`src/rtl/jks_pkg.sv`:
```
// Shared types, constants and helpers for join_any_kill_sched.
//   state_e      : scheduler FSM states
//   LFSR_W/POLY  : width and right-shift Galois tap mask of the victim LFSR
//   popcount     : number of set bits in a 16-bit vector
//   kth_set_bit  : index of the k-th set bit (counting from bit 0)
//   mod_small    : x mod n for a 16-bit x and 1 <= n <= 16
package jks_pkg;

    typedef enum logic [2:0] {
        IDLE   = 3'd0,
        RUN    = 3'd1,
        SELECT = 3'd2,
        DRAIN  = 3'd3,
        FIN    = 3'd4
    } state_e;

    localparam int          LFSR_W    = 16;
    // x^16 + x^14 + x^13 + x^11 + 1 for a right-shifting Galois LFSR
    localparam logic [15:0] LFSR_POLY = 16'hB400;

    function automatic logic [4:0] popcount(input logic [15:0] v);
        logic [4:0] cnt;
        cnt = '0;
        for (int i = 0; i < 16; i++) begin
            cnt = cnt + 5'(v[i]);
        end
        return cnt;
    endfunction

    // Returns 0 when fewer than k+1 bits are set; callers only ask for
    // k < popcount(v).
    function automatic logic [3:0] kth_set_bit(input logic [15:0] v, input logic [3:0] k);
        logic [3:0] cnt;
        logic [3:0] res;
        cnt = '0;
        res = '0;
        for (int i = 0; i < 16; i++) begin
            if (v[i]) begin
                if (cnt == k) begin
                    res = 4'(i);
                end
                cnt = cnt + 4'd1;
            end
        end
        return res;
    endfunction

    // Restoring long division, one compare/subtract stage per dividend bit.
    // The remainder stays below n <= 16, so a shifted remainder fits 6 bits.
    function automatic logic [3:0] mod_small(input logic [15:0] x, input logic [4:0] n);
        logic [5:0] rem;
        rem = '0;
        for (int i = 15; i >= 0; i--) begin
            rem = {rem[4:0], x[i]};
            if (rem >= {1'b0, n}) begin
                rem = rem - {1'b0, n};
            end
        end
        return (n == 5'd0) ? 4'd0 : rem[3:0];
    endfunction

endpackage

```
`src/rtl/jks_lfsr.sv`:
```
// 16-bit right-shifting Galois LFSR used to pick the kill victim.
//   clk   : clock, rising edge
//   rst_n : asynchronous active-low reset, loads SEED
//   en    : advance one step when high
//   lfsr  : current LFSR state
// SEED must be nonzero, otherwise the register locks at zero.
module jks_lfsr
    import jks_pkg::*;
#(
    parameter logic [LFSR_W-1:0] SEED = 16'hACE1
) (
    input  logic              clk,
    input  logic              rst_n,
    input  logic              en,
    output logic [LFSR_W-1:0] lfsr
);

    logic [LFSR_W-1:0] lfsr_q;
    logic [LFSR_W-1:0] lfsr_d;

    always_comb begin
        lfsr_d = lfsr_q;
        if (en) begin
            lfsr_d = (lfsr_q >> 1) ^ (lfsr_q[0] ? LFSR_POLY : '0);
        end
    end

    always_ff @(posedge clk or negedge rst_n) begin
        if (!rst_n) begin
            lfsr_q <= SEED;
        end else begin
            lfsr_q <= lfsr_d;
        end
    end

    assign lfsr = lfsr_q;

endmodule

```
`src/rtl/join_any_kill_sched.sv`:
```
// Fork / join_any / kill-one-survivor job scheduler.
// Launches NUM_JOBS countdown jobs on start, latches the first finisher,
// kills one of the jobs still running, lets the rest drain, then pulses done.
// Ports:
//   clk, rst_n  : clock (rising edge), asynchronous active-low reset
//   start       : launch request, honoured only in IDLE
//   delay       : NUM_JOBS packed DLY_W-bit latencies, job i at [i*DLY_W +: DLY_W]
//   abort       : kill every job and return to IDLE (any non-IDLE state)
//   busy        : high whenever the scheduler is not IDLE
//   job_active  : per-job running flags
//   job_done    : one-cycle pulse per naturally finishing job
//   first_id    : lowest index among the first finishers, held
//   kill_valid  : one-cycle pulse when a victim is killed
//   kill_id     : victim index, held until overwritten
//   done        : one-cycle pulse at the end of a normal run
// Build option: JKS_RANDOM_KILL_EN selects the victim with an LFSR; without
// it the lowest-index surviving job is killed.
module join_any_kill_sched
    import jks_pkg::*;
#(
    parameter int          NUM_JOBS  = 3,
    parameter int          DLY_W     = 8,
    parameter logic [15:0] LFSR_SEED = 16'hACE1,
    localparam int         IDW       = $clog2(NUM_JOBS)
) (
    input  logic                      clk,
    input  logic                      rst_n,
    input  logic                      start,
    input  logic [NUM_JOBS*DLY_W-1:0] delay,
    input  logic                      abort,
    output logic                      busy,
    output logic [NUM_JOBS-1:0]       job_active,
    output logic [NUM_JOBS-1:0]       job_done,
    output logic [IDW-1:0]            first_id,
    output logic                      kill_valid,
    output logic [IDW-1:0]            kill_id,
    output logic                      done
);

    state_e                state_q, state_d;
    logic [NUM_JOBS-1:0]   job_active_q, job_active_d;
    logic [NUM_JOBS-1:0]   job_done_q, job_done_d;
    logic [IDW-1:0]        first_id_q, first_id_d;
    logic [IDW-1:0]        kill_id_q, kill_id_d;
    logic                  kill_valid_q, kill_valid_d;
    logic                  done_q, done_d;
    logic                  busy_q;

    logic                  load_w;
    logic                  clear_w;
    logic                  counting_w;
    logic [NUM_JOBS-1:0]   finish_w;
    logic [NUM_JOBS-1:0]   cand_w;
    logic [4:0]            cand_n_w;
    logic [3:0]            kth_w;
    logic [IDW-1:0]        victim_w;
    logic [IDW-1:0]        lowest_fin_w;

    assign load_w     = (state_q == IDLE) && start;
    assign clear_w    = (state_q != IDLE) && abort;
    assign counting_w = ((state_q == RUN) || (state_q == SELECT) || (state_q == DRAIN)) && !abort;

    // Per-job countdown. A job finishes on the edge where its counter steps
    // from 1 to 0; finish_w flags that edge one cycle ahead.
    for (genvar gi = 0; gi < NUM_JOBS; gi++) begin : g_job
        logic [DLY_W-1:0] cnt_q;
        logic [DLY_W-1:0] cnt_d;
        logic [DLY_W-1:0] dly_w;

        assign dly_w        = delay[gi*DLY_W +: DLY_W];
        assign finish_w[gi] = counting_w && job_active_q[gi] && (cnt_q == DLY_W'(1));

        always_comb begin
            cnt_d = cnt_q;
            if (load_w) begin
                // A zero delay still takes one cycle
                cnt_d = (dly_w == '0) ? DLY_W'(1) : dly_w;
            end else if (clear_w) begin
                cnt_d = '0;
            end else if (counting_w && job_active_q[gi]) begin
                cnt_d = cnt_q - DLY_W'(1);
            end
        end

        always_ff @(posedge clk or negedge rst_n) begin
            if (!rst_n) begin
                cnt_q <= '0;
            end else begin
                cnt_q <= cnt_d;
            end
        end
    end

    // Kill candidates exclude jobs that finish naturally on this same edge.
    assign cand_w       = job_active_q & ~finish_w;
    assign cand_n_w     = popcount(16'(cand_w));
    assign lowest_fin_w = IDW'(kth_set_bit(16'(finish_w), 4'd0));
    assign victim_w     = IDW'(kth_set_bit(16'(cand_w), kth_w));

`ifdef JKS_RANDOM_KILL_EN
    logic [LFSR_W-1:0] lfsr_w;

    jks_lfsr #(
        .SEED (LFSR_SEED)
    ) u_lfsr (
        .clk   (clk),
        .rst_n (rst_n),
        .en    (1'b1),
        .lfsr  (lfsr_w)
    );

    assign kth_w = mod_small(lfsr_w, cand_n_w);
`else
    logic unused_seed;
    assign unused_seed = ^LFSR_SEED;
    assign kth_w       = 4'd0;
`endif

    // Next-state logic
    always_comb begin
        state_d = state_q;
        unique case (state_q)
            IDLE:    if (start) state_d = RUN;
            RUN:     if (abort) state_d = IDLE;
                     else if (|finish_w) state_d = SELECT;
            SELECT:  if (abort) state_d = IDLE;
                     else if (cand_n_w == 5'd0) state_d = FIN;
                     else state_d = DRAIN;
            DRAIN:   if (abort) state_d = IDLE;
                     else if (job_active_q == '0) state_d = FIN;
            FIN:     state_d = IDLE;
            default: state_d = IDLE;
        endcase
    end

    always_ff @(posedge clk or negedge rst_n) begin
        if (!rst_n) begin
            state_q <= IDLE;
        end else begin
            state_q <= state_d;
        end
    end

    // Output / datapath logic, registered below
    always_comb begin
        job_active_d = job_active_q;
        job_done_d   = '0;
        first_id_d   = first_id_q;
        kill_id_d    = kill_id_q;
        kill_valid_d = 1'b0;
        done_d       = 1'b0;

        if (load_w) begin
            job_active_d = '1;
        end else if (clear_w) begin
            job_active_d = '0;
        end else begin
            job_done_d   = finish_w;
            job_active_d = job_active_q & ~finish_w;
            if ((state_q == RUN) && (|finish_w)) begin
                first_id_d = lowest_fin_w;
            end
            if ((state_q == SELECT) && (cand_n_w != 5'd0)) begin
                kill_valid_d           = 1'b1;
                kill_id_d              = victim_w;
                job_active_d[victim_w] = 1'b0;
            end
            if (state_q == FIN) begin
                done_d = 1'b1;
            end
        end
    end

    always_ff @(posedge clk or negedge rst_n) begin
        if (!rst_n) begin
            job_active_q <= '0;
            job_done_q   <= '0;
            first_id_q   <= '0;
            kill_id_q    <= '0;
            kill_valid_q <= 1'b0;
            done_q       <= 1'b0;
            busy_q       <= 1'b0;
        end else begin
            job_active_q <= job_active_d;
            job_done_q   <= job_done_d;
            first_id_q   <= first_id_d;
            kill_id_q    <= kill_id_d;
            kill_valid_q <= kill_valid_d;
            done_q       <= done_d;
            busy_q       <= (state_d != IDLE);
        end
    end

    assign busy       = busy_q;
    assign job_active = job_active_q;
    assign job_done   = job_done_q;
    assign first_id   = first_id_q;
    assign kill_valid = kill_valid_q;
    assign kill_id    = kill_id_q;
    assign done       = done_q;

endmodule

```
`config.mk`:
```
export PLATFORM = sky130hd
export DESIGN_NAME = join_any_kill_sched
export DESIGN_NICKNAME = d
export VERILOG_FILES = /design/src/rtl/jks_pkg.sv /design/src/rtl/jks_lfsr.sv /design/src/rtl/join_any_kill_sched.sv
export SDC_FILE = /design/constraint.sdc
export NUM_CORES = 1
export LEC_CHECK = 0
export ABC_AREA = 0
export CORE_MARGIN = 4
export CORE_UTILIZATION = 50
export DETAILED_ROUTE_END_ITERATION = 10
export GPL_ROUTABILITY_DRIVEN = 0
export PLACE_DENSITY = 0.77
export SLEW_MARGIN = 5
export SYNTH_ARGS = -nofsm -noshare
export SYNTH_HDL_FRONTEND = slang
export SYNTH_HIERARCHICAL = 1
export SYNTH_SLANG_ARGS = --single-unit
```
`constraint.sdc`:
```
create_clock -name clk -period 6.6 [get_ports clk]
set_clock_uncertainty 0.05 [all_clocks]
set_input_delay 1.65 -clock clk [delete_from_list [all_inputs] [get_ports clk]]
set_output_delay 1.65 -clock clk [all_outputs]
set_load 0.005 [all_outputs]
```
==> results by group <==
Outcome
  – Status: finished clean

Critical path
  – R2R cell count: 9
  – Worst path arrival time: 4.74 ns
  – R2R Path End: busy
  – Reg2reg start: g_job[2].cnt_q[2]
  – Critical-path maximum fanout: 9
  – Reg2Reg Setup Slack: 3.32 ns
  – Critical Path RT: 6.74 ns
  – Critical path launch point type: input pin
  – Setup CP Type: input pin to flip-flop
  – Setup crit end kind: flip-flop

Pwr
  – Combinational share of power: 0.398
  – Pleak: 1.15 nW
  – Sw Pwr: 0.414 mW
  – Sequential share of power: 0.395
  – Maximum VDD drop: 0.000267 V
  – Power per cell area: 392 nW/um^2
  – Clock power share: 0.207
  – Switching share of total power: 0.386
  – Internal power: 0.658 mW

STA
  – RSZ-0062 raised after global routing: no
  – Max_slew headroom: 0.418
  – Final worst-path cycle share: 0.697
  – Min Tclk post-route: 4.60 ns
  – Max Slew Vio Count: 0
  – Slew @ Worst Pin: 0.874 ns
  – Setup_tns: 0 ns
  – FMAX: 217 MHz
  – Final hold viol count: 0
  – Final worst slack: 2.00 ns
  – Final setup viols: 0

Synthesis
  – Register area share after synthesis: 0.461
  – FFs w/ async S/R, synth: 1.00
  – Cells after Synth: 244
  – Largest area contributor in the netlist: dfrtp_1
  – Syn_nets: 279
  – Share of the synthesized area in the top cell type: 0.461
  – Ys flop type: dfrtp_1
  – Post-synth cell types: 40
  – Syn avg cell area: 8.90 um^2
  – Yosys reg bits: 40
  – Number of flops mapped to enable cells by yosys: 0
  – Mapped Area: 2170 um^2
  – Syn. warnings: 6
  – Leading post-synthesis cells by cell area: dfrtp_1 (46%), nand2_1 (6.2%), o21ai_0 (5.5%)

Cells and area
  – Multi-input gate area: 1110 um^2
  – Ant. Diodes: 0
  – Final net count: 320
  – Register Area: 1000 um^2
  – Non-Filler Instances: 336
  – # fillers: 346
  – Ratio of cells with drive above 1 in the final layout: 0.0524
  – Final Util: 0.670
  – Final Cell Area: 2740 um^2
  – Area Overhead vs Synth: 26.1%

Die
  – Num rows: 23
  – IO Pins: 41
  – Die Area: 5460 um^2
  – Die width: 73.9 um
  – Core Area: 4090 um^2
  – Die H: 73.9 um
  – Initial Util: 0.531

Clock network
  – Clock Latency Late Sink: 0.30 ns
  – Clk root buf: clkbuf_8
  – Hold-fix buffers at CTS: 0
  – Post-CTS Resized: 0
  – Postcts setup bufs: 0
  – Maximum buffer depth of the clock tree: 2
  – CTS H-tree depth: 2
  – CTS buffer count: 5
  – CTS tree: yes
  – CTS sink count: 40
  – Clock slew at reported path FFs: 0.08 ns

Routing
  – Vias per Instance: 5.82
  – DRT Pass-1 Iters: 4
  – Initial drt markers: 169
  – DRC errors left: 0
  – WL final: 5070 um
  – ANT nets after route: 0
  – Via count: 1954
  – Wire per inst: 15.1 um

Placed design
  – Placed Area: 2610 um^2
  – DP Worst Slack: 1.81 ns
  – DP Cell Count: 328
  – Port Buf Inserts: 40
  – Hpwl dp: 3620 um

Flow run
  – Max Cap Violations: 0

Global route
  – Pin count of the biggest net entering global routing: 41
  – Antenna violations before repair: 0
  – Number of global-route vias before repair: 1932
  – First-pass GRT wire length: 8570 um
  – Grt ovf: 0
  – GRT Overall Usage: 0.206

Hold path
  – Hold path startpoint: kill_id[1]
  – Worst hold stages: 1
  – WHS Endpoint: kill_id[1]
  – Tightest Hold Check Type: flip-flop to flip-flop
[metrics by stage]
step,total power [mW],hold WS (ns)
6_report,1.07,0.452
5_1_grt,1.16,0.467
4_1_cts,1.07,0.457
3_5_place_dp,0.846,0.440
3_3_place_gp,0.832,0.442
2_1_floorplan,0.705,0.427
[final cells by class]
class                           instances  area share
Clock buffer                            7      0.0352
Timing Repair Buffer                   41       0.147
Tap cell                               50      0.0229
Sequential cell                        40       0.366
Inverter                                8      0.0110
Multi-Input combinational cell        189       0.407
Clock inverter                          1      0.0110
[how the worst max path moves through the flow]
stage / from / to / cells past startpoint
2_1_floorplan: abort / busy / 9
3_3_place_gp: abort / busy / 10
3_5_place_dp: abort / busy / 10
4_1_cts: abort / busy / 10
5_1_grt: abort / busy / 10
6_report: abort / busy / 10
[logic make-up (layout without fill, tap and decap cells)]
| kind of cell | count (synthesis) | count (layout) | share of synthesized area |
|---|---|---|---|
| AOI/OAI and AO/OA | 60 | 60 | 0.169 |
| DFF | 40 | 40 | 0.461 |
| and+or+nand+nor | 106 | 106 | 0.239 |
| xor gates and xnor gates | 16 | 16 | 0.0646 |
| buffers and inverters | 15 | 57 | 0.0259 |
| adders and majority gates | 7 | 7 | 0.0403 |
[worst max-delay path, cell delays in order]
cell             delay (ns)
clkdlybuf4s50_1        0.50
nor2_1                 0.50
nand3_1                0.31
o21ai_1                0.39
xor2_1                 0.19
ha_1                   0.25
nor2_1                 0.21
o21ai_2                0.13
a211o_1                0.32
a211o_1                0.29
[registers in the layout, indices dropped and copies added (netlist names)]
register	count
job_done	3
g_job.cnt_q	24
state_q	3
busy	1
job_active	3
first_id	2
kill_id	2
kill_valid	1
done	1
[layout by cell type, fill, tap and decap left out, types with 3 or more instances in the layout]
cell / count
nor3_1: 8
nor3b_1: 3
ha_1: 7
a21oi_1: 14
dfrtp_1: 40
a211o_1: 3
xor2_1: 6
and3_1: 3
inv_1: 8
xnor2_1: 10
nor2_1: 24
o21ai_0: 24
clkbuf_8: 7
or4_1: 5
o31ai_1: 6
nand3_1: 8
clkdlybuf4s50_1: 39
nor4_1: 7
nand2_1: 36
[cells in the mapped netlist (all sizes together), types with 2 or more instances]
cell / count
inv: 8
a211o: 3
nor3: 8
or4: 6
xor2: 6
xnor2: 10
or2: 2
dfrtp: 40
nor4: 7
a21oi: 14
and2: 2
nand2: 36
ha: 7
o31ai: 6
clkbuf: 7
nor3b: 3
nor2b: 2
nand3: 8
o21ai: 28
nor2: 24
and3: 3
[routing by layer]
layer | up-vias | track usage | wire length, um
met2 | 62 | 0.342 | 2440
met1 | 940 | 0.263 | 2230
met5 | - | 0 | 0
met3 | 11 | 0.0438 | 305
met4 | 0 | 0.0765 | 92
li1 | 941 | - | -
[power by group through the flow]
stage / clock (mW) / combinational [mW] / sequential [mW]
finish: 0.222 / 0.426 / 0.424
global route: 0.234 / 0.486 / 0.437
CTS: 0.225 / 0.427 / 0.421
detailed placement: 0 / 0.422 / 0.424
global placement: 0 / 0.411 / 0.420
floorplan: 0 / 0.299 / 0.406
No activity file was read; power rests on OpenSTA's default activity.
